`src/rtl/hamming_secded_dec.sv`:
```
// Pipelined Hamming SECDED decoder with valid/ready stream ports and saturating error counters.
// Stage 1 captures the codeword with its syndrome and global check; stage 2 corrects and classifies.
module hamming_secded_dec #(
    parameter int unsigned DATA_W = 7,
    parameter int unsigned CNT_W  = 16,
    localparam int unsigned P = (DATA_W <= 4)  ? 3 :
                                (DATA_W <= 11) ? 4 :
                                (DATA_W <= 26) ? 5 :
                                (DATA_W <= 57) ? 6 : 7,
    localparam int unsigned CODE_W = DATA_W + P + 1
) (
    input  logic              clk,
    input  logic              rst_n,
    input  logic              in_valid,
    output logic              in_ready,
    input  logic [CODE_W-1:0] in_code,
    output logic              out_valid,
    input  logic              out_ready,
    output logic [DATA_W-1:0] out_data,
    output logic              out_cor,
    output logic              out_unc,
    output logic [P-1:0]      out_syn,
    input  logic              cnt_clr,
    output logic [CNT_W-1:0]  cnt_cor,
    output logic [CNT_W-1:0]  cnt_unc
);

    // Data bits occupy the non-power-of-two Hamming positions in ascending order.
    function automatic logic [DATA_W-1:0] extract(input logic [CODE_W-1:0] c);
        logic [DATA_W-1:0] d;
        d = '0;
        for (int unsigned pos = 1; pos < CODE_W; pos++) begin
            if ((pos & (pos - 1)) != 0) begin
                d = {c[pos-1], d[DATA_W-1:1]};
            end
        end
        return d;
    endfunction

    logic              s1_valid;
    logic [CODE_W-1:0] s1_code;
    logic [P-1:0]      s1_syn;
    logic              s1_g;
    logic              s1_moves;
    logic              out_fire;

    logic [P-1:0]      syn_c;
    logic              g_c;
    logic [CODE_W-1:0] fixed_c;
    logic              cor_c;
    logic              unc_c;

    assign s1_moves = !out_valid || out_ready;
    assign in_ready = !s1_valid || s1_moves;
    assign out_fire = out_valid && out_ready;

    always_comb begin
        syn_c = '0;
        for (int unsigned i = 0; i < CODE_W - 1; i++) begin
            if (in_code[i]) begin
                syn_c = syn_c ^ P'(i + 1);
            end
        end
        g_c = ^in_code;
    end

    // Syndrome pointing past the last Hamming position is treated as uncorrectable.
    always_comb begin
        fixed_c = s1_code;
        cor_c   = 1'b0;
        unc_c   = 1'b0;
        if (s1_syn == '0) begin
            cor_c = s1_g;
        end else if (!s1_g) begin
            unc_c = 1'b1;
        end else if (32'(s1_syn) <= CODE_W - 1) begin
            cor_c = 1'b1;
            for (int unsigned i = 0; i < CODE_W - 1; i++) begin
                if (P'(i + 1) == s1_syn) begin
                    fixed_c[i] = ~s1_code[i];
                end
            end
        end else begin
            unc_c = 1'b1;
        end
    end

    always_ff @(posedge clk or negedge rst_n) begin
        if (!rst_n) begin
            s1_valid <= 1'b0;
            s1_code  <= '0;
            s1_syn   <= '0;
            s1_g     <= 1'b0;
        end else if (in_ready) begin
            s1_valid <= in_valid;
            if (in_valid) begin
                s1_code <= in_code;
                s1_syn  <= syn_c;
                s1_g    <= g_c;
            end
        end
    end

    always_ff @(posedge clk or negedge rst_n) begin
        if (!rst_n) begin
            out_valid <= 1'b0;
            out_data  <= '0;
            out_cor   <= 1'b0;
            out_unc   <= 1'b0;
            out_syn   <= '0;
        end else if (s1_moves) begin
            out_valid <= s1_valid;
            if (s1_valid) begin
                out_data <= extract(fixed_c);
                out_cor  <= cor_c;
                out_unc  <= unc_c;
                out_syn  <= s1_syn;
            end
        end
    end

    // Clear has priority over a same-cycle increment.
    always_ff @(posedge clk or negedge rst_n) begin
        if (!rst_n) begin
            cnt_cor <= '0;
            cnt_unc <= '0;
        end else if (cnt_clr) begin
            cnt_cor <= '0;
            cnt_unc <= '0;
        end else if (out_fire) begin
            if (out_cor && (cnt_cor != '1)) begin
                cnt_cor <= cnt_cor + CNT_W'(1);
            end
            if (out_unc && (cnt_unc != '1)) begin
                cnt_unc <= cnt_unc + CNT_W'(1);
            end
        end
    end

endmodule

```
`config.mk`:
```
export PLATFORM = sky130hd
export DESIGN_NAME = hamming_secded_dec
export DESIGN_NICKNAME = d
export VERILOG_FILES = /design/src/rtl/hamming_secded_dec.sv
export SDC_FILE = /design/constraint.sdc
export NUM_CORES = 1
export LEC_CHECK = 0
export BUFFER_PORTS_ARGS = -buffer_cell sky130_fd_sc_hd__buf_2
export CAP_MARGIN = 20
export CORE_MARGIN = 1.5
export CORE_UTILIZATION = 58
export DETAILED_ROUTE_END_ITERATION = 8
export GPL_TIMING_DRIVEN = 0
export PLACE_DENSITY = 0.85
export SETUP_SLACK_MARGIN = 0.3
export SYNTH_ARGS = -nofsm -noshare
export SYNTH_HDL_FRONTEND = slang
export SYNTH_SLANG_ARGS = --single-unit
export TNS_END_PERCENT = 10
```
`constraint.sdc`:
```
create_clock -name clk -period 2.75 [get_ports clk]
set_input_delay 0.55 -clock clk [delete_from_list [all_inputs] [get_ports clk]]
set_output_delay 0.55 -clock clk [all_outputs]
set_load 0.01 [all_outputs]
```
==> reports/summary.txt, run 1 <==
Final Non-Filler Cells: 431
Worst endpoint data arrival time: 2.16 ns
# port buffers: 63
Max Freq: 0.511 GHz
Clock sink count: 59
Post-DP HPWL: 4.54 mm
Die width: 74.9 um
Number of global-route vias before repair: 2,212
Vias per inst: 5.47
Worst-path clk slew: 0.07 ns
Worst Setup SP: cnt_cor[0]
Die Ht: 74.9 um
Via Count: 2,358
First-pass GRT wire length: 9.95 mm
VDD IR max: 0.564 mV
Total grt overflow: 0
Core Box Area: 4850 sq um
Rel. slew slack: 66.1%
DIE AREA: 5600 sq um
Max-Cap Viols: 0
Slew Viols, Final: 0
Final TNS setup: 0 ns
Gate Count Post-Synth: 285
Worst Setup Path Type: reg -> reg
DR DRC count: 0
Clock Latency Late Sink: 0.33 ns
Area delta synth->final: 20.1%
DP Worst Slack: 0.798 ns
CP Launch Type: flip-flop
Reg-to-reg critical path startpoint: cnt_cor[0]
PostCTS Resize Cnt: 0
Critical R2R Capture: cnt_cor[9]
Reg-to-reg setup timing slack: 0.79 ns
Syn Std Cell Area: 2990 sq um
Final hold violations: 0
Worst Hold Class: in -> async
ANT cells: 0
Hold Buf Count CTS: 0
Final nets: 379
Rows: 25
Period utilization: 71.2%
Ys async rst share: 100%
Worst Setup EP: cnt_cor[9]
Status: completed
Sequential area share after synthesis: 49.3%
Setup violators final: 0
Final min period: 1.96 ns
Final WS setup: 0.792 ns
Placer Congestion: 0.845
Register bit total from synthesis: 59
I/O Pins: 64
Drt first pass iters: 4
CTS tree: done
CP required: 2.95 ns
Yosys cell types: 36
Commonest non-fill, non-tap cell in the layout: buf_2
Initial DRC Count: 102
Avg Inst Size Synth: 10.5 sq um
Worst Tran Pin Value: 0.505 ns
Routed WL per cell: 14.2 um
Share of cells above drive strength 1: 28.3%
DRT antenna net count: 0
FF-to-FF path depth: 6
Post-CTS Setup Inserts: 0
Initial antenna violation count: 0
RSZ-0062 raised after global routing: no
Final Routed Wirelength: 6.12 mm
CTS root buf: clkbuf_8
Setup crit end kind: flip-flop
All-Layer GR Usage: 24.0%
Syn Nets: 304
Clock Tree Buf Depth: 2
Post-synth EDFFs: 0
P per Cell Area: 619 nW/um^2
Worst-path fanout max: 10
Yosys warns: 0
Htree depth: 3
Total power: 2.23 mW
Prevailing post-synth register cell: dfrtp_1
Leakage Power: 1.63 nW
Placed insts: 416
Number of buffers created by CTS: 9
Final Skew: 0.00727 ns
Commonest non-fill, non-tap cells in the layout: 64 x buf_2, 59 x dfrtp_1, 39 x nor2_1, 32 x xnor2_1, 22 x nand2_1
Initial Util: 61.8%
Largest net degree at the start of global routing: 42
==> power by group <==
part           leakage (nW)  total [mW]  internal (mW)  switching [mW]
clock network        0.0946       0.730          0.406           0.324
logic                 0.770       0.416          0.194           0.221
registers             0.769        1.08          0.978           0.101
==> registers in the layout, summed over array words and instances (netlist names) <==
register and flops:
out_cor 1, cnt_unc 16, s1_syn 4, s1_valid 1, out_valid 1, cnt_cor 16, s1_g 1, s1_code 7
out_unc 1, out_syn 4, out_data 7
==> cells in the mapped netlist (2+ instances only) <==
master    number  area (sq um)
nor3b_1        3          22.5
a21oi_1        2          10.0
nand4b_1       2          17.5
and2_1         2          12.5
nand2_1       22          82.6
nand3_2        3          30.0
a211oi_1       2          15.0
and3_1         2          12.5
nor3_2         2          20.0
o21ai_0       13          65.1
dfrtp_1       59          1480
xnor2_1       32           280
clkbuf_1       5          18.8
nor4b_1        3          26.3
nor4_2         2          25.0
nor2_1        39           146
mux2_2        13           146
nand2b_1       5          31.3
and4_1         2          17.5
nor2b_1        2          12.5
nor4_1         2          12.5
nor4_4         2          42.5
nand3_1       16          80.1
nor3_1         5          25.0
a21boi_0       3          22.5
nand4_1        9          56.3
xor2_1        21           184
nand3b_1       3          22.5
ha_1           2          25.0
==> worst min path at each step <==
stage / depth (start not counted) / slack, ns / endpoint / startpoint
final: 1 / 0.16 / cnt_cor[14] / rst_n
after detailed placement: 2 / 0.47 / out_data[5] / out_data[5]
after global placement: 2 / 0.46 / out_data[5] / out_data[5]
after CTS: 1 / 0.18 / cnt_cor[14] / rst_n
after global routing: 1 / 0.19 / cnt_cor[13] / rst_n
after floorplan: 0 / 0.25 / cnt_cor[0] / rst_n
==> stage by stage <==
step                area, sq um  utilization, %  hold WS (ns)
finish                     3590            74.1         0.163
floorplan                  2990               -         0.254
CTS                        3590            74.1         0.181
global route               3590            74.1         0.194
global placement           3390            70.0         0.458
detailed placement         3410            70.4         0.474
==> final cells by class <==
type / instances / area [sq um]
flip-flops and latches: 59 / 1480
clock buffers: 9 / 124
inverters: 1 / 3.75
plain buffers: 6 / 23.8
multi-input cells: 219 / 1490
clock inverters: 6 / 57.6
repair buffers: 64 / 335
fillers: 364 / 1250
well taps: 67 / 83.8
==> metal layers <==
layer  up-vias  GRT usage [%]  routed length (um)
met5         -              0                   0
met3        10           4.82                 267
met4         0           13.1                 137
met2        69           38.4                2980
li1       1138              -                   -
met1      1141           30.8                2740
==> kinds of logic (layout without fill, tap and decap cells) <==
family          after synthesis  after routing  share of synthesized area, %
simple gates                130            130                          24.5
flops                        59             59                          49.3
xor+xnor                     53             53                          15.5
compound gates               21             21                          4.01
mux                          13             13                          4.89
buf+inv                       7             86                         0.919
fa+ha+maj                     2              2                         0.836
==> critical path, stage by stage (launching register included) <==
cell and delay [ns]:
dfrtp_1 0.41, ha_1 0.26, nand4_2 0.21, nor4_4 0.50
and4bb_1 0.26, xnor2_1 0.14, nor2_1 0.05
(Power assumes the default switching activity.)
==> run 2: changes to the inputs <==
- CORE_UTILIZATION: 58 -> 49
- PLACE_DENSITY: 0.85 -> 0.77
- clock period: 2.75 -> 1.7 ns (I/O delays scaled with it)
==> run 2 against run 1 <==
Worst hold slack gained 0.092 ns. Sequential power is 62% higher. Non-clock buffer count up 12. Routed wire length grew 7.5%. Via count up 1.7%. Combinational power increased by 73%. Setup slack got worse by 0.79 ns.
==> reports/summary.txt, run 2 (synthesis results as in run 1) <==
Finished Cell Area: 3910 sq um
I/O Pins: 64
Placed cell areas: 3450 sq um
Final WS setup: 0.00538 ns
Post-DP HPWL: 4.42 mm
Total power: 3.91 mW
Crit path depth: 6
Worst-path fanout max: 6
Setup crit end kind: flip-flop
DIE AREA: 6590 sq um
Max-Cap Viols: 0
Routed WL per cell: 14.6 um
P_int: 2.79 mW
Core Box Area: 5920 sq um
Total grt overflow: 0
Clock sink count: 59
Worst Setup Path Type: reg -> reg
Fin Hold WS: 0.254 ns
Status: completed
Final min period: 1.69 ns
Vias per inst: 5.31
First-pass GRT wire length: 10.9 mm
Placer Congestion: 0.760
Cells along the critical path: nand4_1 > nor4_4 > buf_6 > nor3_1 > xnor2_1 > nor2_1
Initial antenna violation count: 0
Leakage Power: 1.79 nW
Worst Hold Class: in -> reg
Share of cells above drive strength 1: 35.8%
Number of global-route vias before repair: 2,331
Final Skew: 0.00399 ns
Switching Fraction: 28.6%
Final nets: 391
DR DRC count: 0
Rows: 28
Regs by FF count: cnt_cor x16, cnt_unc x16
ANT cells: 0
CP Launch Type: flip-flop
CTS root buf: clkbuf_8
Worst path max stage delay: 0.44 ns
CTS tree: done
Commonest non-fill, non-tap cells in the layout: 63 x buf_2, 52 x dfrtp_1, 38 x nor2_1, 32 x xnor2_1
Crit-path slowest cell: nor4_4
Worst Tran Pin Value: 0.523 ns
Worst path bufs/invs: 1
Worst endpoint data arrival time: 1.90 ns
Clock Tree Buf Depth: 2
# port buffers: 63
WHS Path Cells: 2
Via Count: 2,399
Slew Viols, Final: 0
Fin util: 66.0%
Clock Latency Late Sink: 0.33 ns
Die width: 81.2 um
DRT antenna net count: 0
RSZ-0062 raised after global routing: yes
Clock share of power: 36.7%
Final Routed Wirelength: 6.58 mm
P per Cell Area: 1000 nW/um^2
Area delta synth->final: 30.6%
Sequential share of power: 44.9%
Max Freq: 0.590 GHz
Largest net degree at the start of global routing: 42
Commonest non-fill, non-tap cell in the layout: buf_2
Final hold violations: 0
Die Ht: 81.2 um
CP top delay family: simple AND/OR/NAND/NOR gates
Drt first pass iters: 7
Comb pwr share: 18.4%
All-Layer GR Usage: 21.9%
Sw Pwr: 1.12 mW
Htree depth: 3
DP Worst Slack: -0.0820 ns
FF-to-FF path depth: 6
Rel. slew slack: 65.1%
CP required: 1.90 ns
VDD IR max: 0.773 mV
Initial DRC Count: 64
Setup violators final: 0
Initial Util: 50.6%
Worst-path clk slew: 0.07 ns
Number of buffers created by CTS: 9
Period utilization: 99.7%
-- run 2: area by class of cell --
cell class / instances / area (sq um)
buffer: 6 / 33.8
clock buffer: 10 / 138
clock inverter: 6 / 88.8
fill: 476 / 2010
inverter: 1 / 3.75
multi-input combinational: 219 / 1630
sequential: 59 / 1490
tap: 75 / 93.8
timing repair buffer: 76 / 439
-- run 2: metrics by stage --
step | setup TNS [ns] | cells
after floorplan | 0 | 285
after global placement | -0.0846 | 423
after detailed placement | -0.198 | 424
after CTS | 0 | 450
after global routing | -0.527 | 452
final | 0 | 452
-- run 2: final timing paths --
kind | end | slack [ns] | startpoint
setup / recovery | cnt_unc[4] | 0.005 | cnt_unc[12]
max in group asynchronous | cnt_cor[1] | 0.62 | rst_n
hold / removal | s1_valid | 0.25 | in_valid
hold reg to reg | out_data[2] | 0.48 | out_data[2]
setup reg to reg | cnt_unc[4] | 0.005 | cnt_unc[12]
min in group asynchronous | cnt_unc[14] | 0.49 | rst_n
-- run 2: what timing repair did --
action                                  CTS  global route
resized for setup                        18            16
hold endpoints to repair                 18             0
hold buffers                              1             0
cloned                                    0             0
pin swaps                                22            27
endpoints found under the setup margin   39            39
setup buffers                             9             2
-- run 2: power by group through the flow --
stage / clock network, mW / registers (mW) / logic (mW)
after detailed placement: 0 / 1.78 / 0.675
after CTS: 1.46 / 1.75 / 0.711
after floorplan: 0 / 1.79 / 0.373
after global placement: 0 / 1.77 / 0.658
final: 1.43 / 1.75 / 0.720
after global routing: 1.53 / 1.78 / 0.813
-- run 2: metal layers --
layer	GRT usage, %	vias up	wire length (um)
li1	-	1163	-
met1	27.7	1156	2880
met2	35.8	62	3270
met3	3.82	18	253
met4	11.7	0	172
met5	0	-	0
==> run 3: changes to the inputs <==
- CORE_MARGIN: 1.5 -> 5
==> run 3 against run 2 <==
Critical path type unchanged. Combinational power is 6.1% higher. Fmax is 1.6% lower. Cell area increased by 1.6%. Worst hold slack got worse by 0.014 ns. Sequential power about the same. Total power increased by 0.61%. The run now ends with setup timing left. Largest cell class unchanged. Sequential cell count is the same. Cell count grew 0.88%. Clock skew rose by 0.0032 ns. Critical path depth rose by 2.
==> reports/summary.txt, run 3 (synthesis results as in run 1) <==
Final Skew: 0.00719 ns
Worst Tran Pin Value: 0.478 ns
Status: finished, violations left
Final WS setup: -0.0229 ns
Final TNS setup: -0.0229 ns
DIE AREA: 7770 sq um
Total grt overflow: 0
Placed cell areas: 3450 sq um
I/O Pins: 64
Drt first pass iters: 4
Comb pwr share: 19.4%
Sequential share of power: 44.7%
Fillcell total: 432
Vias per inst: 5.38
Largest net degree at the start of global routing: 42
Initial Util: 50.6%
Final hold violations: 0
Rel. slew slack: 68.2%
Share of cells above drive strength 1: 38.1%
Placed insts: 424
Die Ht: 88.2 um
Routed WL per cell: 16.2 um
Setup violators final: 1
Worst-path clk slew: 0.07 ns
DRT antenna net count: 0
RSZ-0062 raised after global routing: yes
Reg-to-reg setup timing slack: -0.02 ns
Worst Hold Class: in -> reg
Htree depth: 3
Final min period: 1.72 ns
ANT cells: 0
Regs by FF count: cnt_cor x16, cnt_unc x16
Worst-path fanout max: 8
CP required: 1.90 ns
Number of global-route vias before repair: 2,535
Rows: 28
Final nets: 396
VDD IR max: 0.675 mV
Max Freq: 0.580 GHz
CTS root buf: clkbuf_8
Clock Latency Late Sink: 0.34 ns
Worst Setup Path Type: reg -> reg
Commonest non-fill, non-tap cells in the layout: 62 x buf_2, 50 x dfrtp_1, 37 x nor2_1, 31 x xnor2_1
Finished Cell Area: 3970 sq um
CP Launch Type: flip-flop
Worst endpoint data arrival time: 1.93 ns
Final Routed Wirelength: 7.37 mm
Fin Hold WS: 0.241 ns
Clock Tree Buf Depth: 2
Commonest non-fill, non-tap cell in the layout: buf_2
Post-DP HPWL: 4.92 mm
P_int: 2.80 mW
Max-Cap Viols: 0
Violated checks: setup timing
Clock sink count: 59
Placer Congestion: 0.857
Switching Fraction: 28.9%
Period utilization: 101%
DR DRC count: 0
Number of buffers created by CTS: 9
P per Cell Area: 990 nW/um^2
Leakage Power: 1.80 nW
Area delta synth->final: 32.7%
Core Box Area: 5920 sq um
Slew Viols, Final: 0
First-pass GRT wire length: 11.9 mm
Initial antenna violation count: 0
Via Count: 2,455
Sw Pwr: 1.14 mW
Setup crit end kind: flip-flop
Initial DRC Count: 57
# port buffers: 63
Clock share of power: 35.9%
All-Layer GR Usage: 19.8%
Final Non-Filler Cells: 456
CTS tree: done
DP Worst Slack: -0.109 ns
Die width: 88.2 um
==> run 3: timing repair <==
item	in CTS	in global routing
setup endpoints to repair	43	42
setup buffers	10	6
resized for setup	18	24
hold buffers	1	0
pin swaps	28	27
endpoints found under the hold margin	18	0
==> run 3: final timing paths <==
check                       startpoint     endpoint  depth (start not counted)
max                         cnt_unc[1]   cnt_unc[7]                          8
min                           in_valid     s1_valid                          2
max reg2reg                 cnt_unc[1]   cnt_unc[7]                          8
min reg2reg                out_data[3]  out_data[3]                          2
max in group asynchronous        rst_n   cnt_unc[5]                          3
min in group asynchronous        rst_n  cnt_unc[10]                          2
==> run 3: power groups by stage <==
stage	combinational, mW	clock [mW]	sequential, mW
2_1_floorplan	0.373	0	1.79
3_3_place_gp	0.662	0	1.77
3_5_place_dp	0.690	0	1.78
4_1_cts	0.723	1.43	1.75
5_1_grt	0.849	1.50	1.78
6_report	0.764	1.41	1.76
==> run 3: critical path: stages (launching register included) <==
cell and delay (ns):
dfrtp_1 0.37, ha_2 0.21, nand4_1 0.12, buf_4 0.18, nor4_4 0.21, buf_6 0.17
nand4b_1 0.13, xor2_1 0.15, nor2_1 0.05
==> run 3: final cells by class <==
class,instances,area (sq um),share of cell area [%]
Buffer,6,38.8,0.976
Clock buffer,10,138,3.46
Clock inverter,5,77.6,1.95
Inverter,1,3.75,0.0945
Multi-Input combinational cell,219,1660,41.7
Sequential cell,59,1490,37.4
Tap cell,75,93.8,2.36
Timing Repair Buffer,81,479,12.1
==> run 3: routing by layer <==
layer  global-route usage [%]  up-vias  wire (um)
li1                         -     1174          -
met1                     23.2     1212       3020
met2                     34.0       59       3900
met3                     4.05       10        338
met4                     10.3        0        113
met5                        0        -          0
==> run 3: through the flow <==
step	total power, mW	util [%]
after CTS	3.90	64.6
after detailed placement	2.47	58.3
after global routing	4.13	67.1
final	3.93	67.1
after global placement	2.43	57.9
after floorplan	2.17	-
